[src/rtl/cp0_regfile_if.sv]
// MTC0/MFC0 access bus between the pipeline and the CP0 register file.
interface cp0_regfile_if;
    logic        we_i;
    logic [4:0]  waddr_i;
    logic [31:0] data_i;
    logic [4:0]  raddr_i;
    logic [31:0] data_o;

    modport master (
        output we_i,
        output waddr_i,
        output data_i,
        output raddr_i,
        input  data_o
    );

    modport slave (
        input  we_i,
        input  waddr_i,
        input  data_i,
        input  raddr_i,
        output data_o
    );
endinterface

[src/rtl/cp0_regfile.sv]
// CP0 register file: BadVAddr, Count, Compare, Status, Cause, EPC plus exception
// entry/return handling and pipeline redirect.
// Optional timer interrupt is compiled in by defining CP0_TIMER_INT_EN.
module cp0_regfile #(
    parameter logic [31:0] EXC_VECTOR = 32'hBFC0_0380
) (
    input  logic         clk,
    input  logic         resetn,
    cp0_regfile_if.slave bus,
    input  logic [5:0]   int_i,
    input  logic [31:0]  excepttype_i,
    input  logic [31:0]  current_inst_addr_i,
    input  logic         is_in_delayslot_i,
    input  logic [31:0]  bad_addr_i,
    output logic [31:0]  status_o,
    output logic [31:0]  cause_o,
    output logic [31:0]  epc_o,
    output logic [31:0]  badvaddr_o,
    output logic [31:0]  count_o,
    output logic [31:0]  compare_o,
    output logic         timer_int_o,
    output logic         flush_o,
    output logic [31:0]  newpc_o
);

    localparam int unsigned DW = 32;
    localparam int unsigned AW = 5;

    localparam logic [AW-1:0] REG_BADVADDR = AW'(8);
    localparam logic [AW-1:0] REG_COUNT    = AW'(9);
    localparam logic [AW-1:0] REG_COMPARE  = AW'(11);
    localparam logic [AW-1:0] REG_STATUS   = AW'(12);
    localparam logic [AW-1:0] REG_CAUSE    = AW'(13);
    localparam logic [AW-1:0] REG_EPC      = AW'(14);

    localparam logic [DW-1:0] EXC_ERET = DW'(32'hE);

    // Architectural state
    logic [DW-1:0] badvaddr_q, badvaddr_d;
    logic [DW-1:0] count_q,    count_d;
    logic [DW-1:0] compare_q,  compare_d;
    logic [DW-1:0] epc_q,      epc_d;
    logic [7:0]    im_q,       im_d;
    logic          exl_q,      exl_d;
    logic          ie_q,       ie_d;
    logic          bd_q,       bd_d;
    logic [1:0]    ip_sw_q,    ip_sw_d;
    logic [5:0]    ip_hw_q,    ip_hw_d;
    logic [4:0]    exccode_q,  exccode_d;
    logic          tick_q,     tick_d;

    logic          exc_any_c;
    logic          exc_eret_c;
    logic          exc_take_c;
    logic          code_valid_c;
    logic [4:0]    code_c;
    logic          wr_compare_c;

    assign exc_any_c    = (excepttype_i != '0);
    assign exc_eret_c   = (excepttype_i == EXC_ERET);
    assign exc_take_c   = exc_any_c && !exc_eret_c;
    assign wr_compare_c = bus.we_i && (bus.waddr_i == REG_COMPARE);

    // Map exception type to ExcCode; unlisted codes leave ExcCode alone
    always_comb begin
        code_valid_c = 1'b1;
        code_c       = 5'd0;
        case (excepttype_i)
            32'h1:   code_c = 5'd0;
            32'h4:   code_c = 5'd4;
            32'h5:   code_c = 5'd5;
            32'h8:   code_c = 5'd8;
            32'h9:   code_c = 5'd9;
            32'hA:   code_c = 5'd10;
            32'hC:   code_c = 5'd12;
            default: code_valid_c = 1'b0;
        endcase
    end

    // Next-state: MTC0 first, exception updates override the fields they own
    always_comb begin
        badvaddr_d = badvaddr_q;
        count_d    = count_q + DW'(tick_q);
        compare_d  = compare_q;
        epc_d      = epc_q;
        im_d       = im_q;
        exl_d      = exl_q;
        ie_d       = ie_q;
        bd_d       = bd_q;
        ip_sw_d    = ip_sw_q;
        ip_hw_d    = int_i;
        exccode_d  = exccode_q;
        tick_d     = ~tick_q;

        if (bus.we_i) begin
            case (bus.waddr_i)
                REG_COUNT: begin
                    count_d = bus.data_i;
                    tick_d  = 1'b0;
                end
                REG_COMPARE: compare_d = bus.data_i;
                REG_STATUS: begin
                    im_d  = bus.data_i[15:8];
                    exl_d = bus.data_i[1];
                    ie_d  = bus.data_i[0];
                end
                REG_CAUSE: ip_sw_d = bus.data_i[9:8];
                REG_EPC:   epc_d   = bus.data_i;
                default: ;
            endcase
        end

        if (exc_take_c) begin
            exl_d = 1'b1;
            if (!exl_q) begin
                epc_d = is_in_delayslot_i ? (current_inst_addr_i - DW'(4))
                                          : current_inst_addr_i;
                bd_d  = is_in_delayslot_i;
            end
            if (code_valid_c) begin
                exccode_d = code_c;
            end
            if ((excepttype_i == 32'h4) || (excepttype_i == 32'h5)) begin
                badvaddr_d = bad_addr_i;
            end
        end else if (exc_eret_c) begin
            exl_d = 1'b0;
        end
    end

    // State register with asynchronous reset
    always_ff @(posedge clk or negedge resetn) begin
        if (!resetn) begin
            badvaddr_q <= '0;
            count_q    <= '0;
            compare_q  <= '0;
            epc_q      <= '0;
            im_q       <= '0;
            exl_q      <= 1'b0;
            ie_q       <= 1'b0;
            bd_q       <= 1'b0;
            ip_sw_q    <= '0;
            ip_hw_q    <= '0;
            exccode_q  <= '0;
            tick_q     <= 1'b0;
        end else begin
            badvaddr_q <= badvaddr_d;
            count_q    <= count_d;
            compare_q  <= compare_d;
            epc_q      <= epc_d;
            im_q       <= im_d;
            exl_q      <= exl_d;
            ie_q       <= ie_d;
            bd_q       <= bd_d;
            ip_sw_q    <= ip_sw_d;
            ip_hw_q    <= ip_hw_d;
            exccode_q  <= exccode_d;
            tick_q     <= tick_d;
        end
    end

`ifdef CP0_TIMER_INT_EN
    logic timer_int_q;

    // Timer interrupt: set on Count==Compare (Compare nonzero), cleared by writing Compare
    always_ff @(posedge clk or negedge resetn) begin
        if (!resetn) begin
            timer_int_q <= 1'b0;
        end else if (wr_compare_c) begin
            timer_int_q <= 1'b0;
        end else if ((compare_q != '0) && (count_q == compare_q)) begin
            timer_int_q <= 1'b1;
        end
    end

    assign timer_int_o = timer_int_q;
`else
    logic unused_wr_compare;
    assign unused_wr_compare = wr_compare_c;
    assign timer_int_o       = 1'b0;
`endif

    // Register views; BEV is hardwired to 1
    assign status_o   = {9'd0, 1'b1, 6'd0, im_q, 6'd0, exl_q, ie_q};
    assign cause_o    = {bd_q, 15'd0, ip_hw_q[5] | timer_int_o, ip_hw_q[4:0],
                         ip_sw_q, 1'b0, exccode_q, 2'd0};
    assign epc_o      = epc_q;
    assign badvaddr_o = badvaddr_q;
    assign count_o    = count_q;
    assign compare_o  = compare_q;

    // MFC0 read port returns pre-edge register contents
    always_comb begin
        bus.data_o = '0;
        case (bus.raddr_i)
            REG_BADVADDR: bus.data_o = badvaddr_q;
            REG_COUNT:    bus.data_o = count_q;
            REG_COMPARE:  bus.data_o = compare_q;
            REG_STATUS:   bus.data_o = status_o;
            REG_CAUSE:    bus.data_o = cause_o;
            REG_EPC:      bus.data_o = epc_q;
            default:      bus.data_o = '0;
        endcase
    end

    // Same-cycle flush and redirect
    always_comb begin
        flush_o = exc_any_c;
        newpc_o = '0;
        if (exc_eret_c) begin
            newpc_o = epc_q;
        end else if (exc_any_c) begin
            newpc_o = EXC_VECTOR;
        end
    end

endmodule
[src/flat_wrapper.sv]
// flat-port wrapper written by rule: the top's interface ports become plain ports
module cp0_regfile_flat 
#(
    parameter logic [31:0] EXC_VECTOR = 32'hBFC0_0380
)
  (clk, resetn, int_i, excepttype_i, current_inst_addr_i, is_in_delayslot_i, bad_addr_i, status_o, cause_o, epc_o, badvaddr_o, count_o, compare_o, timer_int_o, flush_o, newpc_o, bus_we_i, bus_waddr_i, bus_data_i, bus_raddr_i, bus_data_o);
  cp0_regfile_if bus_i ();
  input  logic clk;
  input  logic resetn;
  input  logic [5:0] int_i;
  input  logic [31:0] excepttype_i;
  input  logic [31:0] current_inst_addr_i;
  input  logic is_in_delayslot_i;
  input  logic [31:0] bad_addr_i;
  output logic [31:0] status_o;
  output logic [31:0] cause_o;
  output logic [31:0] epc_o;
  output logic [31:0] badvaddr_o;
  output logic [31:0] count_o;
  output logic [31:0] compare_o;
  output logic timer_int_o;
  output logic flush_o;
  output logic [31:0] newpc_o;
  input wire logic [$bits(bus_i.we_i)-1:0] bus_we_i;
  input wire logic [$bits(bus_i.waddr_i)-1:0] bus_waddr_i;
  input wire logic [$bits(bus_i.data_i)-1:0] bus_data_i;
  input wire logic [$bits(bus_i.raddr_i)-1:0] bus_raddr_i;
  output wire logic [$bits(bus_i.data_o)-1:0] bus_data_o;
  assign bus_i.we_i = bus_we_i;
  assign bus_i.waddr_i = bus_waddr_i;
  assign bus_i.data_i = bus_data_i;
  assign bus_i.raddr_i = bus_raddr_i;
  assign bus_data_o = bus_i.data_o;
  cp0_regfile #(.EXC_VECTOR(EXC_VECTOR)) u_core (.clk(clk), .resetn(resetn), .bus(bus_i), .int_i(int_i), .excepttype_i(excepttype_i), .current_inst_addr_i(current_inst_addr_i), .is_in_delayslot_i(is_in_delayslot_i), .bad_addr_i(bad_addr_i), .status_o(status_o), .cause_o(cause_o), .epc_o(epc_o), .badvaddr_o(badvaddr_o), .count_o(count_o), .compare_o(compare_o), .timer_int_o(timer_int_o), .flush_o(flush_o), .newpc_o(newpc_o));
endmodule
[config.mk]
export PLATFORM = sky130hd
export DESIGN_NAME = cp0_regfile_flat
export DESIGN_NICKNAME = d
export VERILOG_FILES = /design/src/rtl/cp0_regfile_if.sv /design/src/rtl/cp0_regfile.sv /design/src/flat_wrapper.sv
export SDC_FILE = /design/constraint.sdc
export NUM_CORES = 1
export LEC_CHECK = 0
export CAP_MARGIN = 10
export CORE_AREA = 2 2 160 162
export DETAILED_ROUTE_END_ITERATION = 12
export DIE_AREA = 0 0 162 164
export DONT_BUFFER_PORTS = 1
export SYNTH_ARGS = -nofsm -noshare
export SYNTH_HDL_FRONTEND = slang
export SYNTH_SLANG_ARGS = --single-unit
[constraint.sdc]
create_clock -name clk -period 2.5 [get_ports clk]
set_input_delay 0.5 -clock clk [delete_from_list [all_inputs] [get_ports clk]]
set_output_delay 0.5 -clock clk [all_outputs]
set_load 0.02 [all_outputs]
Word-level counts from Yosys, hierarchy flattened
Index checks and enable logic that the tools add are counted.
{"block": "totals", "regBits": 153, "inputBits": 148, "out_inout_bits": 258, "elab_cells": 67}
{"block": "classes", "addsub": 2, "n_eq_ne": 19, "mux": 18, "bitwise_logic": 2, "n_reduce_logical": 14}
{"cell": "$mux 32", "n": 9}
{"cell": "$pmux 32 s6", "n": 1}
{"cell": "$eq 32x4->1 const B", "n": 5}
{"cell": "$eq 32x3->1 const B", "n": 2}
{"cell": "$eq 5x4->1 const B", "n": 11}
{"cell": "$add 32x1->32", "n": 1}
{"cell": "$eq 32x1->1 const B", "n": 1}
{"cell": "$reduce_bool 32->1", "n": 1}
{"cell": "$sub 32x3->32 const B", "n": 1}
{"cell": "$pmux 4 s6", "n": 1}
{"cell": "$reduce_and 2->1", "n": 7}
{"cell": "$mux 1", "n": 7}
{"cell": "$reduce_or 7->1", "n": 1}
{"cell": "$reduce_bool 3->1", "n": 2}
{"cell": "$not 1->1", "n": 2}
{"cell": "$logic_and 1x1->1", "n": 1}
{"cell": "$logic_not 1->1", "n": 1}
{"cell": "$logic_or 1x1->1", "n": 1}

Logic depth before layout (Yosys ltp)
Gate-level depths: netlist of the first run.
{"block": "depth", "word_depth": 5, "depth_mapped": 8, "mapped_depth_nobuf": 7}

Least setup slack after synthesis of the first run
No wires, ideal clock.
{"block": "synth_timing", "path_type": "input to output", "start": "in excepttype_i[14]", "end": "out newpc_o[22]", "arrival_ns": 2.044, "t_required_ns": 2.000, "slack_ns": -0.044, "stages": 7, "n_path_buf": 2, "cell_sequence": "nor4_1 > nand4_1 > or2_1 > buf_6 > or3_4 > buf_6 > a21o_1"}
{"block": "synth_via", "elab_chain_cells": 3, "elab_cells_between_ends": 4, "cone_classes": "eq/ne (1); mux (2); reduce/logical (1)"}
{"element": "start: declaration", "line_no": "flat_wrapper.sv:11", "source": "input logic [31:0] excepttype_i;"}
{"element": "$reduce_bool 32->1", "line_no": "cp0_regfile.sv:59", "source": "assign exc_any_c = (excepttype_i != '0);"}
{"element": "$mux 32", "line_no": "cp0_regfile.sv:212", "source": "end else if (exc_any_c) begin"}
{"element": "$mux 32 (*)", "line_no": "cp0_regfile.sv:210", "source": "if (exc_eret_c) begin"}
{"element": "end: declaration", "line_no": "flat_wrapper.sv:23", "source": "output logic [31:0] newpc_o;"}
Every way passes the cells marked *; elsewhere a longest branch is shown, timed or not.

Worst setup path in the final report of the first run
{"block": "layout_timing", "start": "in excepttype_i[20]", "end": "out newpc_o[14]"}
{"block": "layout_via", "elab_chain_cells": 2}
{"element": "$eq 32x4->1", "line_no": "cp0_regfile.sv:60", "source": "assign exc_eret_c = (excepttype_i == EXC_ERET);"}
{"element": "$mux 32", "line_no": "cp0_regfile.sv:210"}
No other way between the ends.

==> reports/results.ini, run 1 <==
[outcome]
status=finished, violations left
failed_checks=hold timing

[synthesis]
yosys_warnings=0
ys_ff_latch=152
synth.most_common_cell=dfrtp_1
yosysUniqueCellTypes=62
avgSynthCellArea_um2=10.2
synth_common_cells=152 x dfrtp_1, 100 x mux2_2, 80 x nand2_1
synth_edf_count=0
ys.flop_type=dfrtp_1
synth_cells=856
synthTopCellsByArea=dfrtp_1 44%, mux2_2 13%, a22oi_1 5.4%, xnor2_1 4.5%, buf_4 4.1%
yosys.area.top_type_share=0.437
syn-cell-area_um2=8700
ys_seq_area_frac=0.437
ys_async_sr_fraction=1.00
synth_top_cell_by_area=dfrtp_1

[clocking]
clkSinkCount=152
cts_tree=yes
cts_buffers=17
clkSlewWorstSetupHoldPaths_ps=70
post_cts_buffers=0
htree_levels=4
cts_max_path_buffers=2
clock_latency_ps=430
root_buffer=clkbuf_16

[timing]
max-slew-margin-rel=0.607
fin_skew_ps=15.9
maxSlewViolCount=0
fmax_mhz=411
finalCritPeriodShare=0.973
fin_crit_ps=2430
hold_viol=152
tightest_slew_ps=582
setup_ws_ps=66.8
rsz0062_at_grt=true
holdWs_ps=-238
setup_viol=0

[placement]
io_buffer_count=0
placed_area_um2=9320
dpl_worst_slack_ps=-8.17
place.gp.congestion=0.890
dp_hpwl_um=23000

[finish]
fin_util=0.403
area_growth_pct=15.1
final_layout_size_suffix_gt1_frac=0.277
final_area_um2=10000
fillers=2396
final_nets=1018

[power]
peakVddDrop_mv=0.395
power.density_nw_per_um2=810
p_leak_uw=0.00421
power_uw=8110

[floorplanning]
io_pins=406
rows=58
die_w_um=162
die_area_um2=26600
coreArea_um2=24800
die_h_um=164
start_util=0.350

[grt]
grt.overflow.total=0
grtUsageTotal=0.220
grt_max_degree=153
met1_usage=0.296
grtUsageMet3=0.0667
grt_pass1_wl_um=43300
antenna_found_initial=2
grt_pass1_vias=6427
busiest_layer=met2
met2_usage=0.343

[route]
wl_per_cell_um=25.3
firstDrtPassIters=5
ant_nets=0
routed_wirelength_um=30700
viasPerCell=5.61
dr_total_vias=6803
drt_iter0_markers=604
drc=0

[hold_path]
hold_path.class=primary input to asynchronous set/reset pin

[setup_path]
slowest_delay_ps=310
worst_path_max_delay_cell=or2_4
criticalPathCategory=primary input to output pin
critPathBufInv=2
cp-end-kind=output pin
crit_family=simple AND/OR/NAND/NOR gates
cp.required_ps=2000
crit_path_max_fanout=15
setup.worst_path.start_class=primary input
crit_arrival_ps=1930
crit_chain=nor4_1 -> nand3_1 -> or2_4 -> nor4_4 -> buf_6 -> and2_4 -> buf_12

[run]
maxCapViolations=0

report_power, final:
| part | switching [uW] | total, uW | internal (uW) |
|---|---|---|---|
| clock network | 1150 | 2770 | 1630 |
| registers | 996 | 3890 | 2890 |
| logic | 825 | 1450 | 623 |
| total | 2970 | 8110 | 5140 |
per-stage QoR:
| step | instances | setup TNS [ps] |
|---|---|---|
| floorplan | 896 | 0 |
| global placement | 1177 | 0 |
| detailed placement | 1177 | -8.17 |
| CTS | 1209 | 0 |
| global route | 1211 | -9.05 |
| finish | 1213 | 0 |
sequential cells by signal (all words and copies together), names as in the netlist:
register and count:
u_core.epc_o 32, u_core.exl_q 1, u_core.bd_q 1, u_core.ip_hw_q 6, u_core.ie_q 1, u_core.tick_q 1, u_core.count_o 32, u_core.badvaddr_o 32
u_core.compare_o 32, u_core.ip_sw_q 2, u_core.im_q 8, u_core.exccode_q 4
worst paths after layout:
check / to / cells past startpoint / start / slack [ps]
max: newpc_o[14] / 7 / excepttype_i[20] / 70
min: u_core.badvaddr_o[9]$_DFFE_PN0P_ / 0 / resetn / -240
max reg2reg: u_core.count_o[31]$_DFF_PN0_ / 8 / u_core.count_o[0]$_DFF_PN0_ / 310
min reg2reg: u_core.tick_q$_DFF_PN0_ / 1 / u_core.tick_q$_DFF_PN0_ / 450
max in group asynchronous: u_core.epc_o[16]$_DFF_PN0_ / 0 / resetn / 2460
min in group clk: u_core.ip_hw_q[2]$_DFF_PN0_ / 0 / int_i[2] / 100
worst register-to-register path, cell delays in order (launching register included):
cell and delay (ps):
dfrtp_1 500, ha_1 220, and2_1 260, nand4_1 120, buf_4 220, nor4_1 360
buf_4 190, xnor2_1 110, o21ai_0 90
cell families after synthesis:
family,Yosys count,share of synthesized area
DFF,152,0.437
and+or+nand+nor,259,0.159
other,2,0.000864
adders and majority gates,3,0.00432
AOI/OAI and AO/OA,164,0.125
buffers and inverters,107,0.0715
muxes,113,0.145
xor gates and xnor gates,56,0.0564
cell type report:
cell class	instances	area [um^2]	area share
well taps	330	413	0.0412
inverters	9	33.8	0.00337
flip-flops and latches	152	3800	0.380
clock buffers	18	439	0.0439
clock inverters	14	188	0.0187
multi-input cells	638	4620	0.461
repair buffers	49	509	0.0509
diodes	3	7.51	0.000750
cells in the final DEF (no fill, tap or decap), types with 4 or more instances in the layout:
cell	n
dfrtp_1	152
mux2_2	100
nand2_1	80
a22oi_1	63
xnor2_1	45
conb_1	42
o21ai_0	39
nor2_1	38
buf_4	37
a21oi_1	26
nor3_1	22
nand3_1	20
and2_2	18
nor4_1	17
clkbuf_16	17
mux2i_1	12
xor2_1	11
buf_12	11
a21o_4	10
inv_1	9
nand4_1	9
a222oi_1	8
nor4_4	5
or3_1	5
nor3_2	4
nor3b_1	4
a31oi_1	4
and4_1	4
timing repair:
item                       4_1_cts  5_1_grt
setup endpoints to repair        1       32
pin swaps                        0        0
resized for setup                1       24
cloned                           0        1
hold endpoints to repair       152      152
per-layer routing:
layer,part of all wire,up-vias
met5,0,-
met4,0.020,0
met3,0.085,28
met2,0.47,340
met1,0.43,3388
li1,-,3047
Note: power is estimated with default switching activity, not from simulation.
==> run 2, diff against run 1 <==
Clock period 2.5 ns to 2.6 ns, I/O delays scaled along.
==> run 2 against run 1 <==
Against the previous run:
- the run still ends with hold timing left
- clock power down 6%
- worst hold slack better by 17 ps
- clock skew about the same
- critical path depth up 1
- global-route usage down 0.065 points
- sequential cell count unchanged
- core utilization down 0.43 points
- critical path type unchanged
==> reports/results.ini, run 2 (synthesis gave the netlist of run 1 again) <==
[setup_path]
crit_arrival_ps=2060  ; +130 ps
crit_chain=nor4_1 -> nand3_1 -> or2_4 -> nor4_4 -> buf_4 -> buf_12 -> and2_4 -> buf_12
worst_path_max_delay_cell=or2_4
cp-end-kind=output pin
startpoint=excepttype_i[27]
setup.worst_path.start_class=primary input
criticalPathCategory=primary input to output pin
r2r_setup_slack_ps=460  ; +150 ps
rr_endpoint=u_core.count_o[31]$_DFF_PN0_
r2r_cells=6  ; -2
slowest_delay_ps=290  ; -20 ps
reg2reg_from=u_core.count_o[18]$_DFF_PN0_
crit_path_frequent_cell=buf_12
cp.required_ps=2080  ; +80 ps
crit_path_max_fanout=17  ; +2

[timing]
tightest_slew_ps=604  ; +22.1 ps
max-slew-margin-rel=0.592  ; -0.0150
setup_viol=0  ; unchanged
finalCritPeriodShare=0.992
holdWs_ps=-221  ; +17.0 ps
fin_crit_ps=2580
fin_setup_tns_ps=0  ; unchanged
maxSlewViolCount=0  ; unchanged
hold_viol=152  ; unchanged
fin_skew_ps=15.7  ; -0.195 ps
rsz0062_at_grt=true
fmax_mhz=388

[clocking]
clock_latency_ps=430  ; about the same
cts_tree=yes
clkSlewWorstSetupHoldPaths_ps=70  ; about the same
root_buffer=clkbuf_16
cts_max_path_buffers=2  ; unchanged
htree_levels=4  ; unchanged
clkSinkCount=152  ; unchanged
cts_buffers=17  ; unchanged

[finish]
area_growth_pct=13.9
mostFrequentLayoutCell=dfrtp_1
final_nets=1018  ; unchanged
antennaDiodeCount=0  ; -3
finalNonFillerCells=1210  ; -0.25%
multiInputGateArea_um2=4560  ; -1.4%
fin_util=0.399  ; -0.00434
mostFrequentLayoutCells=152 x dfrtp_1, 100 x mux2_2, 80 x nand2_1
fillers=2409  ; +0.54%
final_area_um2=9900  ; -1.1%
final_layout_size_suffix_gt1_frac=0.266  ; -0.0114
seqCellArea_um2=3800  ; unchanged

[grt]
busiest_layer=met2
met2_usage=0.346  ; +0.00290
met1_usage=0.291  ; -0.00510
grtUsageTotal=0.219  ; -0.000652
grt_pass1_vias=6569  ; +2.2%
grt.overflow.total=0  ; unchanged
grt_max_degree=153  ; unchanged
grtUsageMet3=0.0664  ; -0.000253
grt_pass1_wl_um=43400  ; +0.11%
antenna_found_initial=0  ; -2

[placement]
io_buffer_count=0  ; unchanged
place.gp.congestion=0.860  ; -3.4%
dp_hpwl_um=22900  ; -0.50%
placed_area_um2=9200  ; -1.3%
place_inst=1177  ; unchanged

[route]
viasPerCell=5.62  ; +0.19%
routed_wirelength_um=30000  ; -2.2%
dr_total_vias=6799  ; -0.059%
firstDrtPassIters=5  ; unchanged
drt_iter0_markers=573  ; -5.1%
ant_nets=0  ; unchanged
drc=0  ; unchanged
wl_per_cell_um=24.8  ; -2.0%

[hold_path]
hold_path.class=primary input to asynchronous set/reset pin

[floorplanning]
rows=58  ; unchanged
coreArea_um2=24800  ; unchanged
die_area_um2=26600  ; unchanged
die_h_um=164  ; unchanged
io_pins=406  ; unchanged
start_util=0.350  ; unchanged
die_w_um=162  ; unchanged

[outcome]
status=finished, violations left
failed_checks=hold timing

[power]
power_uw=7710  ; -4.9%
power.density_nw_per_um2=779  ; -3.9%
peakVddDrop_mv=0.401  ; +1.5%
p_leak_uw=0.00419  ; -0.39%

[run]
maxCapViolations=0  ; unchanged

==> run 2: repair_timing <==
action,in CTS,in global routing
gates resized for setup,0,33
hold endpoints to repair,152,152
setup endpoints to repair,0,32
buffers inserted,0,1
==> run 2: report_power, final <==
part	switching (uW)	internal, uW	total (uW)
clock network	1140	1470	2610
registers	977	2780	3760
logic	761	584	1340
==> run 2: per-layer routing <==
layer	routed length, um	share of wire
met5	0	0
met4	709	0.024
met3	2360	0.079
met2	14000	0.47
met1	12900	0.43
==> run 2: worst max path at each step <==
stage	end	slack, ps	cells past startpoint
5_1_grt	newpc_o[14]	-70	8
3_3_place_gp	newpc_o[14]	60	7
3_5_place_dp	newpc_o[14]	20	7
2_1_floorplan	newpc_o[22]	20	7
4_1_cts	newpc_o[14]	20	7
6_report	newpc_o[15]	20	8
==> run 2: critical path: cells and delay by family <==
family | cells | cell delay, ps
buffers and inverters | 3 | 440
AND/OR/NAND/NOR | 5 | 1110
==> run 2: area by class of cell <==
type / instances / area share
multi-input combinational: 637 / 0.460
sequential: 152 / 0.384
timing repair buffer: 50 / 0.0496
clock buffer: 18 / 0.0433
tap: 330 / 0.0417
clock inverter: 14 / 0.0179
inverter: 9 / 0.00341
==> run 2: metrics by stage <==
step,worst slack [ps],hold slack (ps)
6_report,21.0,-221
4_1_cts,20.3,-242
3_3_place_gp,61.1,227
2_1_floorplan,15.6,224
3_5_place_dp,22.5,227
5_1_grt,-68.2,-252
